[config.mk]
export PLATFORM = sky130hd
export DESIGN_NAME = muldiv_unit
export DESIGN_NICKNAME = d
export VERILOG_FILES = /design/src/rtl/muldiv_unit.sv
export SDC_FILE = /design/constraint.sdc
export NUM_CORES = 1
export LEC_CHECK = 0
export BUFFER_PORTS_ARGS = -buffer_cell sky130_fd_sc_hd__buf_4
export CAP_MARGIN = 20
export CORE_MARGIN = 5
export CORE_UTILIZATION = 45
export CTS_CLUSTER_SIZE = 28
export DETAILED_ROUTE_END_ITERATION = 7
export PLACE_DENSITY = 0.65
export SLEW_MARGIN = 20
export SYNTH_ARGS = -nofsm -noshare
export SYNTH_HDL_FRONTEND = slang
export SYNTH_SLANG_ARGS = --single-unit
[constraint.sdc]
create_clock -name clk -period 9.2 [get_ports clk]
set_input_delay 0.92 -clock clk [delete_from_list [all_inputs] [get_ports clk]]
set_output_delay 0.92 -clock clk [all_outputs]
set_load 0.02 [all_outputs]
[src/rtl/muldiv_unit.sv]
// muldiv_unit: iterative 32x32 multiply / divide unit with architectural HI/LO.
// Multiply is radix-2 shift-add, divide is restoring shift-subtract; both run
// 32 single-bit iterations on operand magnitudes, then a FIX cycle applies the
// sign correction and commits the result to HI/LO.
// Build option: define MULDIV_DIV_EN to include the divide datapath and DIV
// state. Without it, DIV/DIVU starts are accepted as no-ops.
module muldiv_unit (
  input  logic        clk,
  input  logic        rst,
  input  logic        start,
  input  logic [1:0]  op,
  input  logic [31:0] a,
  input  logic [31:0] b,
  input  logic        flush,
  input  logic        hi_we,
  input  logic        lo_we,
  input  logic [31:0] wdata,
  output logic        busy,
  output logic        done,
  output logic [31:0] hi,
  output logic [31:0] lo
);

  typedef enum logic [1:0] {
    S_IDLE = 2'd0,
    S_MUL  = 2'd1,
`ifdef MULDIV_DIV_EN
    S_DIV  = 2'd2,
`endif
    S_FIX  = 2'd3
  } state_t;

  state_t      r_state;
  logic [4:0]  r_count;
  // Working pair: multiply keeps {partial product, multiplier};
  // divide keeps {partial remainder, dividend/quotient}.
  logic [31:0] r_acc_hi;
  logic [31:0] r_acc_lo;
  // Multiplicand magnitude for multiply, divisor magnitude for divide.
  logic [31:0] r_opnd;
  // Negate the product / quotient in FIX.
  logic        r_neg_lo;
  logic        r_busy;
  logic        r_done;
  logic [31:0] r_hi;
  logic [31:0] r_lo;
`ifdef MULDIV_DIV_EN
  logic        r_is_div;
  logic        r_neg_hi;
  logic        r_div_zero;
`endif

  // Operand magnitudes: only the signed ops (op[0]==0) take absolute values.
  logic        w_signed;
  logic        w_a_neg;
  logic        w_b_neg;
  logic [31:0] w_a_mag;
  logic [31:0] w_b_mag;

  assign w_signed = ~op[0];
  assign w_a_neg  = w_signed & a[31];
  assign w_b_neg  = w_signed & b[31];
  assign w_a_mag  = w_a_neg ? (32'd0 - a) : a;
  assign w_b_mag  = w_b_neg ? (32'd0 - b) : b;

  // One shift-add step: conditionally add the multiplicand, then shift the
  // 33-bit sum and the multiplier right together.
  logic [32:0] w_mul_sum;
  assign w_mul_sum = {1'b0, r_acc_hi} + (r_acc_lo[0] ? {1'b0, r_opnd} : 33'd0);

  // Sign-corrected product for the commit.
  logic [63:0] w_prod;
  logic [63:0] w_prod_fix;
  assign w_prod     = {r_acc_hi, r_acc_lo};
  assign w_prod_fix = r_neg_lo ? (64'd0 - w_prod) : w_prod;

`ifdef MULDIV_DIV_EN
  // One restoring step: shift the next dividend bit into the remainder and
  // try subtracting the divisor; a borrow means restore (keep the shift).
  logic [32:0] w_div_shift;
  logic [33:0] w_div_diff;
  logic        w_div_ok;
  assign w_div_shift = {r_acc_hi, r_acc_lo[31]};
  assign w_div_diff  = {1'b0, w_div_shift} - {2'b00, r_opnd};
  assign w_div_ok    = ~w_div_diff[33];

  // Quotient follows sign(a)^sign(b); remainder follows the dividend sign.
  logic [31:0] w_quo_fix;
  logic [31:0] w_rem_fix;
  assign w_quo_fix = r_neg_lo ? (32'd0 - r_acc_lo) : r_acc_lo;
  assign w_rem_fix = r_neg_hi ? (32'd0 - r_acc_hi) : r_acc_hi;
`endif

  // Control FSM, iteration datapath and HI/LO registers.
  always_ff @(posedge clk) begin
    if (!rst) begin
      r_state    <= S_IDLE;
      r_count    <= 5'd0;
      r_acc_hi   <= 32'd0;
      r_acc_lo   <= 32'd0;
      r_opnd     <= 32'd0;
      r_neg_lo   <= 1'b0;
      r_busy     <= 1'b0;
      r_done     <= 1'b0;
      r_hi       <= 32'd0;
      r_lo       <= 32'd0;
`ifdef MULDIV_DIV_EN
      r_is_div   <= 1'b0;
      r_neg_hi   <= 1'b0;
      r_div_zero <= 1'b0;
`endif
    end else begin
      r_done <= 1'b0;
      case (r_state)
        S_IDLE: begin
          if (start && !flush) begin
            // An accepted start always drops a same-cycle MTHI/MTLO.
            r_count <= 5'd0;
            if (op[1]) begin
`ifdef MULDIV_DIV_EN
              r_acc_hi   <= 32'd0;
              r_acc_lo   <= w_a_mag;
              r_opnd     <= w_b_mag;
              r_neg_lo   <= w_a_neg ^ w_b_neg;
              r_neg_hi   <= w_a_neg;
              r_div_zero <= (b == 32'd0);
              r_is_div   <= 1'b1;
              r_busy     <= 1'b1;
              r_state    <= S_DIV;
`endif
            end else begin
              r_acc_hi <= 32'd0;
              r_acc_lo <= w_b_mag;
              r_opnd   <= w_a_mag;
              r_neg_lo <= w_a_neg ^ w_b_neg;
`ifdef MULDIV_DIV_EN
              r_is_div <= 1'b0;
`endif
              r_busy   <= 1'b1;
              r_state  <= S_MUL;
            end
          end else begin
            if (hi_we) r_hi <= wdata;
            if (lo_we) r_lo <= wdata;
          end
        end
        S_MUL: begin
          if (flush) begin
            r_busy  <= 1'b0;
            r_state <= S_IDLE;
          end else begin
            r_acc_hi <= w_mul_sum[32:1];
            r_acc_lo <= {w_mul_sum[0], r_acc_lo[31:1]};
            r_count  <= r_count + 5'd1;
            if (r_count == 5'd31) r_state <= S_FIX;
          end
        end
`ifdef MULDIV_DIV_EN
        S_DIV: begin
          if (flush) begin
            r_busy  <= 1'b0;
            r_state <= S_IDLE;
          end else begin
            r_acc_hi <= w_div_ok ? w_div_diff[31:0] : w_div_shift[31:0];
            r_acc_lo <= {r_acc_lo[30:0], w_div_ok};
            r_count  <= r_count + 5'd1;
            if (r_count == 5'd31) r_state <= S_FIX;
          end
        end
`endif
        S_FIX: begin
          r_busy  <= 1'b0;
          r_state <= S_IDLE;
          if (!flush) begin
            r_done <= 1'b1;
`ifdef MULDIV_DIV_EN
            if (r_is_div) begin
              r_hi <= w_rem_fix;
              r_lo <= r_div_zero ? 32'hFFFF_FFFF : w_quo_fix;
            end else begin
              r_hi <= w_prod_fix[63:32];
              r_lo <= w_prod_fix[31:0];
            end
`else
            r_hi <= w_prod_fix[63:32];
            r_lo <= w_prod_fix[31:0];
`endif
          end
        end
        default: begin
          r_busy  <= 1'b0;
          r_state <= S_IDLE;
        end
      endcase
    end
  end

  assign busy = r_busy;
  assign done = r_done;
  assign hi   = r_hi;
  assign lo   = r_lo;

endmodule

# Word-level counts from Yosys, hierarchy flattened
# Cells that the tools add are included.
[word_totals]
inputBits = 104
elab_cells = 78
ff_bits = 170
[op_classes]
bitwise = 5
n_reduce_logical = 13
addsub = 5
n_eq_ne = 12
mux = 33
[op_table]
columns = ["op", "n"]
rows = [
  ["2-to-1 mux 32 bit", 15],
  ["one-hot mux 32 bit (2 select lines)", 4],
  ["2-to-1 mux 64 bit", 1],
  ["subtractor 1 x 32 -> 32 bit (first input constant)", 2],
  ["subtractor 1 x 64 -> 64 bit (first input constant)", 1],
  ["adder 32 x 32 -> 33 bit", 1],
  ["!= test 2 bit (second input constant)", 8],
  ["AND reduction 3 bit", 4],
  ["AND reduction 4 bit", 3],
  ["2-to-1 mux 5 bit", 2],
  ["one-hot mux 5 bit (2 select lines)", 1],
  ["2-to-1 mux 2 bit", 4],
  ["adder 5 x 1 -> 5 bit (second input constant)", 1],
  ["== test 5 bit (second input constant)", 1],
  ["2-to-1 mux 1 bit", 4],
  ["one-hot mux 2 bit (2 select lines)", 1],
  ["nonzero test 2 bit", 2],
  ["!= test 3 bit (second input constant)", 1],
  ["AND 1 bit", 2],
  ["== test 2 x 1 -> 1 bit (second input constant)", 1],
  ["== test 2 bit (second input constant)", 1],
  ["zero test 2 bit", 1],
  ["NOT 1 bit", 2],
  ["one-hot mux 1 bit (2 select lines)", 1],
  ["4 further kinds", 4],
]

# Longest topological paths before layout
# Gate-level depths: netlist (run 1).
[depth]
ltp_word = 6
ltp_mapped = 13
ltp_nobuf = 11

# Worst setup path before layout (run 1)
# OpenSTA, ideal clock, no wires.
[synth_timing]
kind = "register -> register"
start = "register r_acc_lo[0]"
end = "register r_acc_hi[22]"
path_stages_with_launch = 13
arrival_time_ns = 2.848
period_less_slack_ns = 2.966
required_time_ns = 9.083
slack_ns = 6.234
cell_sequence = "dfxtp_1 clkbuf_1 clkbuf_1 and2_1 ha_1 clkbuf_1 a21oi_1 nor2_1 o21ba_2 or3b_2 o21a_1 or3_1 a32o_1"
[synth_via]
elab_chain_len = 4
[synth_rtl]
columns = ["item", "line", "text"]
rows = [
  ["start: declaration", "38", "logic [31:0] r_acc_lo;"],
  ["start signal: assignment", "133", "r_acc_lo <= w_b_mag;"],
  ["start signal: assignment", "153", "r_acc_lo <= {w_mul_sum[0], r_acc_lo[31:1]};"],
  ["2-to-1 mux 32 bit", "69", "assign w_mul_sum = {1'b0, r_acc_hi} + (r_acc_lo[0] ? {1'b0, r_opnd} : 33'd0);"],
  ["adder 32 x 32 -> 33 bit", "69", ""],
  ["2-to-1 mux 32 bit", "148", "if (flush) begin"],
  ["one-hot mux 32 bit (2 select lines)", "114", "case (r_state)"],
  ["end signal: assignment", "152", "r_acc_hi <= w_mul_sum[32:1];"],
  ["end: declaration", "37", "logic [31:0] r_acc_hi;"],
]
# Every way passes these cells. The select of a mux whose other input is x is not followed.
# A chain may end at the register's enable or synchronous reset.

# Worst setup path in the final report (run 1)
[layout_timing]
start = "register r_state[0]"
end = "register r_hi[13] (netlist: hi[13])"
[layout_via]
elab_chain_len = 3
word_cells_on_any_way = 8
[layout_rtl]
columns = ["item", "line", "text"]
rows = [
  ["start: declaration", "33", "state_t r_state;"],
  ["start signal: assignment", "97", "r_state <= S_IDLE;"],
  ["start signal: assignment", "140", "r_state <= S_MUL;"],
  ["start signal: assignment", "150", "r_state <= S_IDLE;"],
  ["== test 2 bit / zero test 2 bit (equally long branches)", "114", ""],
  ["!= test 2 bit (no source line) / nonzero test 2 bit (equally long branches)", "n/a", ""],
  ["AND reduction 4 bit (no source line)", "n/a", ""],
  ["end signal: assignment", "143", "if (hi_we) r_hi <= wdata;"],
  ["end signal: assignment", "185", "r_hi <= w_prod_fix[63:32];"],
  ["end: declaration", "45", "logic [31:0] r_hi;"],
]
# Parallel ways exist; a longest one is shown, timed or not.

==> flow_metrics.env, run 1 <==
export IMPL_mostFrequentLayoutCells="nor2_1 (192), buf_4 (183), dfxtp_1 (169)"
export IMPL_postLayoutSetupSlackWorst_ps=5740
export IMPL_core_area_um2=25200
export IMPL_die_h_um=170
export IMPL_final_util_pct=53.8
export IMPL_worst_setup_path_startpoint="r_state[0]$_SDFFE_PN0P_"
export IMPL_dpl_hpwl_um=28400
export IMPL_cp_start_kind="flip-flop"
export IMPL_required_ps=9480
export IMPL_r2r_end="hi[13]$_SDFFE_PN0P_"
export IMPL_cts_root_buffer="clkbuf_16"
export IMPL_setup_tns_ps=0
export IMPL_n_fill_cell=2472
export IMPL_skew_ps=14.0
export IMPL_grt_max_degree=78
export IMPL_yosysUniqueCellTypes=72
export IMPL_grt_setup_unrepaired="false"
export IMPL_ff2ff_path_depth=7
export IMPL_drtIter0Drc=1066
export IMPL_postRouteAntennaNets=0
export IMPL_hold_buffers=0
export IMPL_slew_violations=0
export IMPL_crit_arrival_ps=3740
export IMPL_viasPerCell=5.91
export IMPL_drive_above_1_share_pct=15.1
export IMPL_r2r_slack_ps=5740
export IMPL_crit_type="flip-flop to flip-flop"
export IMPL_fmax_mhz=289
export IMPL_layout_commonest_cell="nor2_1"
export IMPL_first_pass_iters=7
export IMPL_clk_latency_ps=440
export IMPL_syn_nets=1672
export IMPL_finalSetupViolations=0
export IMPL_start_util_pct=45.7
export IMPL_fin_cells=1973
export IMPL_grtUsageTotal_pct=25.2
export IMPL_pre_cts_ws_ps=5830
export IMPL_synth_seq_cells=170
export IMPL_clkTransAtPathRegs_ps=70
export IMPL_highest_layer="met4"
export IMPL_crit_buf_inv=1
export IMPL_antenna_found_initial=0
export IMPL_outcome="finished clean"
export IMPL_crit_fanout=63
export IMPL_path_delay_family="simple AND/OR/NAND/NOR gates"
export IMPL_area_delta_synth_final_pct=17.6
export IMPL_place_congestion=0.897
export IMPL_ioPinCount=170
export IMPL_crit_slowest_cell="nand2_1"
export IMPL_clk_path_buf_depth=2
export IMPL_via_count=11700
export IMPL_placementRows=58
export IMPL_die_area_um2=28900
export IMPL_cp_depth=7
export IMPL_wl_met2_um=15000
export IMPL_wl_um=37400
export IMPL_synth_area_um2=11500
export IMPL_cts_made_buffers=17
export IMPL_place_inst=1941
export IMPL_wl_met3_um=3270
export IMPL_synth_area_per_cell_um2=7.53
export IMPL_cts_sinks=170
export IMPL_fin_crit_sh_pct=37.6
export IMPL_post_cts_buffers=0
export IMPL_cts_tree="yes"
export IMPL_synth_seq_area_share_pct=29.5
export IMPL_io_buffers=169
export IMPL_finalCriticalPeriod_ps=3460
export IMPL_nets=1772
export IMPL_finalHoldViolations=0
export IMPL_powerDensity_nw_per_um2=142
export IMPL_synth_flop_cell="dfxtp_1"
export IMPL_grt_pass1_vias=10600
export IMPL_endpoint_kind="flip-flop"
export IMPL_post_cts_resized=0
export IMPL_crit_chain="and2_2, buf_4, nand2b_1, nand2_1, nor2_1, a32oi_1, o31ai_1"
export IMPL_slew_headroom_pct=29.8
export IMPL_synth_enable_flop_cells=0
export IMPL_wl_met1_um=18300
export IMPL_ff_latch_area_um2=3400
export IMPL_grt_pass1_wl_um=59200
export IMPL_dieWidth_um=170
export IMPL_hp_start="hi[11]$_SDFFE_PN0P_"
export IMPL_slowest_delay_ps=780
export IMPL_vdd_drop_max_mv=0.122
export IMPL_cts_htree_levels=4
export IMPL_grt_overflow=0
export IMPL_endpoint="hi[13]$_SDFFE_PN0P_"
export IMPL_p_leak_nw=5.41
export IMPL_cap_violations=0
export IMPL_yosys_warnings=0
export IMPL_min_path_type="flip-flop to flip-flop"
export IMPL_syn_inst=1530
export IMPL_n_antenna_cell=0
export IMPL_multi_input_area_um2=7690
export IMPL_post_drt_wl_per_cell_um=19.0
export IMPL_drc=0
export IMPL_tightestPinTransition_ps=1050
export IMPL_rr_startpoint="r_state[0]$_SDFFE_PN0P_"
export IMPL_async_flop_share_pct=0
per-stage QoR:
step | power, W | hold slack [ps] | cell area (um^2)
floorplan | 0.00103 | 432 | 11500
global placement | 0.00116 | 443 | 12900
detailed placement | 0.00117 | 447 | 12900
CTS | 0.00192 | 457 | 13500
global route | 0.00199 | 471 | 13500
finish | 0.00192 | 456 | 13500
cells in the mapped netlist, drive strengths merged, types with 11 or more instances:
| master | instances | area [um^2] |
|---|---|---|
| nor4 | 17 | 136 |
| nor2 | 193 | 724 |
| ha | 37 | 463 |
| a21o | 11 | 82.6 |
| nor2b | 11 | 68.8 |
| and3 | 17 | 106 |
| o21ai | 125 | 626 |
| xor2 | 64 | 561 |
| or3 | 24 | 155 |
| o41ai | 14 | 141 |
| a211oi | 53 | 403 |
| o31ai | 27 | 208 |
| nand4 | 13 | 87.6 |
| mux2i | 15 | 150 |
| inv | 15 | 56.3 |
| nand2b | 14 | 87.6 |
| nand3 | 34 | 170 |
| or4 | 16 | 124 |
| a31oi | 12 | 75.1 |
| a22oi | 13 | 97.6 |
| and2 | 38 | 238 |
| clkbuf | 93 | 349 |
| xnor2 | 63 | 552 |
| nor3 | 44 | 225 |
| a21oi | 125 | 626 |
| o211ai | 18 | 135 |
| dfxtp | 170 | 3400 |
| nand2 | 144 | 541 |
sequential cells by signal (all words and copies together) (netlist names):
| register | cells |
|---|---|
| r_count | 5 |
| done | 1 |
| hi | 32 |
| r_acc_lo | 32 |
| r_acc_hi | 32 |
| r_opnd | 32 |
| r_neg_lo | 1 |
| lo | 32 |
| busy | 1 |
| r_state | 2 |
layout make-up:
cell class / count / share of cell area, %
Multi-Input combinational cell: 1243 / 56.8
Timing Repair Buffer: 183 / 10.1
Clock inverter: 15 / 1.31
Tap cell: 330 / 3.05
Clock buffer: 17 / 3.14
Sequential cell: 170 / 25.1
Inverter: 15 / 0.416
power by group:
group | internal [W] | switching [W] | leakage, nW
logic | 0.000141 | 0.000212 | 3.73
registers | 0.000771 | 0.0000319 | 1.39
clock network | 0.000413 | 0.000352 | 0.293
worst min-delay path, delay by kind of cell (launching register included):
| kind | cells | cell delay, ps |
|---|---|---|
| compound gates | 1 | 50 |
| simple gates | 1 | 50 |
| flops | 1 | 310 |
per-layer routing:
| layer | global-route usage, % | vias to the layer above |
|---|---|---|
| met5 | 0 | - |
| met4 | 6.98 | 0 |
| met3 | 3.09 | 43 |
| met2 | 36.3 | 484 |
| li1 | - | 5777 |
| met1 | 39.4 | 5350 |
how the worst min path moves through the flow:
stage               slack [ps]  depth (start not counted)                      to
finish                     460                          2     hi[11]$_SDFFE_PN0P_
CTS                        460                          2     hi[11]$_SDFFE_PN0P_
global route               470                          2     lo[26]$_SDFFE_PN0P_
global placement           440                          2     lo[26]$_SDFFE_PN0P_
detailed placement         450                          2     hi[11]$_SDFFE_PN0P_
floorplan                  430                          2  r_opnd[0]$_SDFFE_PN0P_
cell families (layout without fill, tap and decap cells):
group	count (synthesis)	count (layout)	share of synthesized area, %
AO/OA/AOI/OAI	474	474	26.6
XOR/XNOR	127	127	9.66
adder cells (fa/ha/maj)	38	38	4.19
buffers and inverters	117	230	3.94
flip-flops	170	170	29.5
multiplexers	15	15	1.30
AND/OR/NAND/NOR	589	589	24.7
No activity file was read; power rests on OpenSTA's default activity.
==> inputs of run 2 (changes only) <==
--- a/config.mk
+++ b/config.mk
@@ -11,7 +11,7 @@
 export CORE_UTILIZATION = 45
 export CTS_CLUSTER_SIZE = 28
 export DETAILED_ROUTE_END_ITERATION = 7
-export PLACE_DENSITY = 0.65
+export PLACE_DENSITY = 0.68
 export SLEW_MARGIN = 20
 export SYNTH_ARGS = -nofsm -noshare
 export SYNTH_HDL_FRONTEND = slang
==> constraint.sdc (replaced) <==
create_clock -name clk -period 3 [get_ports clk]
set_input_delay 0.3 -clock clk [delete_from_list [all_inputs] [get_ports clk]]
set_output_delay 0.3 -clock clk [all_outputs]
set_load 0.02 [all_outputs]
==> run 2 against run 1 <==
Clock power increased to 3.1 times the previous value. Count of clock-buffer cells in the layout did not move. First-iteration DRC count shrank 7.5%. Final area rose by 4.0%. Sequential share of layout area decreased by 0.95 points. Flip-flop and latch count is the same. Critical endpoint is now lo[18]$_SDFFE_PN0P_.
==> flow_metrics.env, run 2 (synthesis results as in run 1) <==
export IMPL_outcome="finished clean"
export IMPL_cap_violations=0
export IMPL_cts_tree="yes"
export IMPL_grt_overflow=0
export IMPL_dieWidth_um=170
export IMPL_fin_area_um2=14100
export IMPL_place_congestion=0.903
export IMPL_placed_area_um2=13500
export IMPL_drtIter0Drc=986
export IMPL_first_pass_iters=5
export IMPL_hold_buffers=0
export IMPL_area_delta_synth_final_pct=22.3
export IMPL_p_int_w=0.00412
export IMPL_finalHoldViolations=0
export IMPL_mostFrequentLayoutCells="buf_4 (246), nor2_1 (192), dfxtp_1 (168)"
export IMPL_postRouteAntennaNets=0
export IMPL_cp_start_kind="flip-flop"
export IMPL_io_buffers=169
export IMPL_fin_crit_sh_pct=95.6
export IMPL_die_area_um2=28900
export IMPL_crit_buf_inv=2
export IMPL_grt_pass1_vias=11000
export IMPL_nets=1839
export IMPL_min_path_type="primary input to flip-flop"
export IMPL_power_frac_seq_pct=41.1
export IMPL_die_h_um=170
export IMPL_post_cts_resized=0
export IMPL_path_delay_family="simple AND/OR/NAND/NOR gates"
export IMPL_crit_type="flip-flop to flip-flop"
export IMPL_finalSetupViolations=0
export IMPL_viasPerCell=5.85
export IMPL_cts_sinks=170
export IMPL_p_sw_share_pct=30.9
export IMPL_core_area_um2=25200
export IMPL_via_count=11900
export IMPL_vdd_drop_max_mv=0.356
export IMPL_skew_ps=10.5
export IMPL_drc=0
export IMPL_layout_commonest_cell="buf_4"
export IMPL_antenna_found_initial=0
export IMPL_wl_um=38100
export IMPL_powerDensity_nw_per_um2=423
export IMPL_clockPowerShare_pct=39.3
export IMPL_finalCriticalPeriod_ps=2870
export IMPL_crit_chain="buf_4, inv_1, ha_1, or3b_2, or3_1, or3_1, o21ai_0, xor2_1, a211o_1, a21oi_1"
export IMPL_placementRows=58
export IMPL_dpl_hpwl_um=29700
export IMPL_n_fill_cell=2433
export IMPL_slew_violations=0
export IMPL_slowest_delay_ps=500
export IMPL_clkTransAtPathRegs_ps=80
export IMPL_ioPinCount=170
export IMPL_cts_htree_levels=4
export IMPL_crit_slowest_cell="or3b_2"
export IMPL_slew_headroom_pct=50.1
export IMPL_grt_max_degree=63
export IMPL_post_drt_wl_per_cell_um=18.7
export IMPL_p_leak_nw=5.77
export IMPL_cts_made_buffers=17
export IMPL_cts_root_buffer="clkbuf_16"
export IMPL_p_switching_w=0.00184
export IMPL_clk_latency_ps=440
export IMPL_p_comb_share_pct=19.6
export IMPL_fmax_mhz=349
export IMPL_grtUsageTotal_pct=25.7
export IMPL_cpMostUsedCell="or3_1"
export IMPL_start_util_pct=45.7
export IMPL_n_antenna_cell=0
export IMPL_endpoint_kind="flip-flop"
export IMPL_setup_tns_ps=0
export IMPL_tightestPinTransition_ps=747
export IMPL_grt_setup_unrepaired="false"
export IMPL_drive_above_1_share_pct=18.4
export IMPL_grt_pass1_wl_um=59900
export IMPL_clk_path_buf_depth=2
export IMPL_post_cts_buffers=0
export IMPL_hold_ws_ps=155
export IMPL_crit_arrival_ps=3240
export IMPL_required_ps=3380
export IMPL_crit_fanout=6
run 2: per-layer routing:
metal	global-route usage (%)	share of wire (%)	up-vias
li1	-	-	5908
met1	38.2	48	5454
met2	37.8	41	508
met3	4.46	8.3	57
met4	8.06	2.7	0
met5	0	0	-
run 2: worst reg2reg max path, cell delays in order, from the launching register on:
cell and delay (ps):
dfxtp_2 350, buf_4 170, inv_1 70, ha_1 200
or3b_2 500, or3_1 350, or3_1 400, o21ai_0 230
xor2_1 100, a211o_1 300, a21oi_1 130
run 2: power groups by stage:
stage          clock [W]  sequential (W)  combinational, W
3_3_place_gp           0         0.00250           0.00114
6_report         0.00234         0.00245           0.00117
3_5_place_dp           0         0.00250           0.00115
5_1_grt          0.00245         0.00246           0.00127
4_1_cts          0.00237         0.00245           0.00116
2_1_floorplan          0         0.00255          0.000605
run 2: worst paths after layout:
check / from / endpoint / slack (ps) / cells after the start
setup reg to reg: r_acc_lo[0]$_SDFFE_PN0P_ / lo[18]$_SDFFE_PN0P_ / 130 / 10
hold / removal: a[1] / r_opnd[1]$_SDFFE_PN0P_ / 160 / 3
setup / recovery: r_acc_lo[0]$_SDFFE_PN0P_ / lo[18]$_SDFFE_PN0P_ / 130 / 10
hold reg to reg: r_opnd[31]$_SDFFE_PN0P_ / r_opnd[31]$_SDFFE_PN0P_ / 450 / 2
run 2: metrics by stage:
| step | total power, W | std cells | worst slack [ps] | util (%) |
|---|---|---|---|---|
| CTS | 0.00598 | 2040 | 108 | 55.9 |
| detailed placement | 0.00365 | 2008 | 119 | 53.5 |
| floorplan | 0.00315 | 1530 | 34.3 | - |
| finish | 0.00596 | 2040 | 133 | 55.9 |
| global route | 0.00619 | 2040 | 22.9 | 55.9 |
| global placement | 0.00364 | 2008 | 160 | 53.5 |
run 2: area by class of cell:
class	instances	area, um^2	area share (%)
clock buffers	17	425	3.02
clock inverters	15	178	1.26
inverters	15	56.3	0.400
multi-input cells	1243	7690	54.6
flip-flops and latches	170	3410	24.2
well taps	330	413	2.93
repair buffers	250	1920	13.6
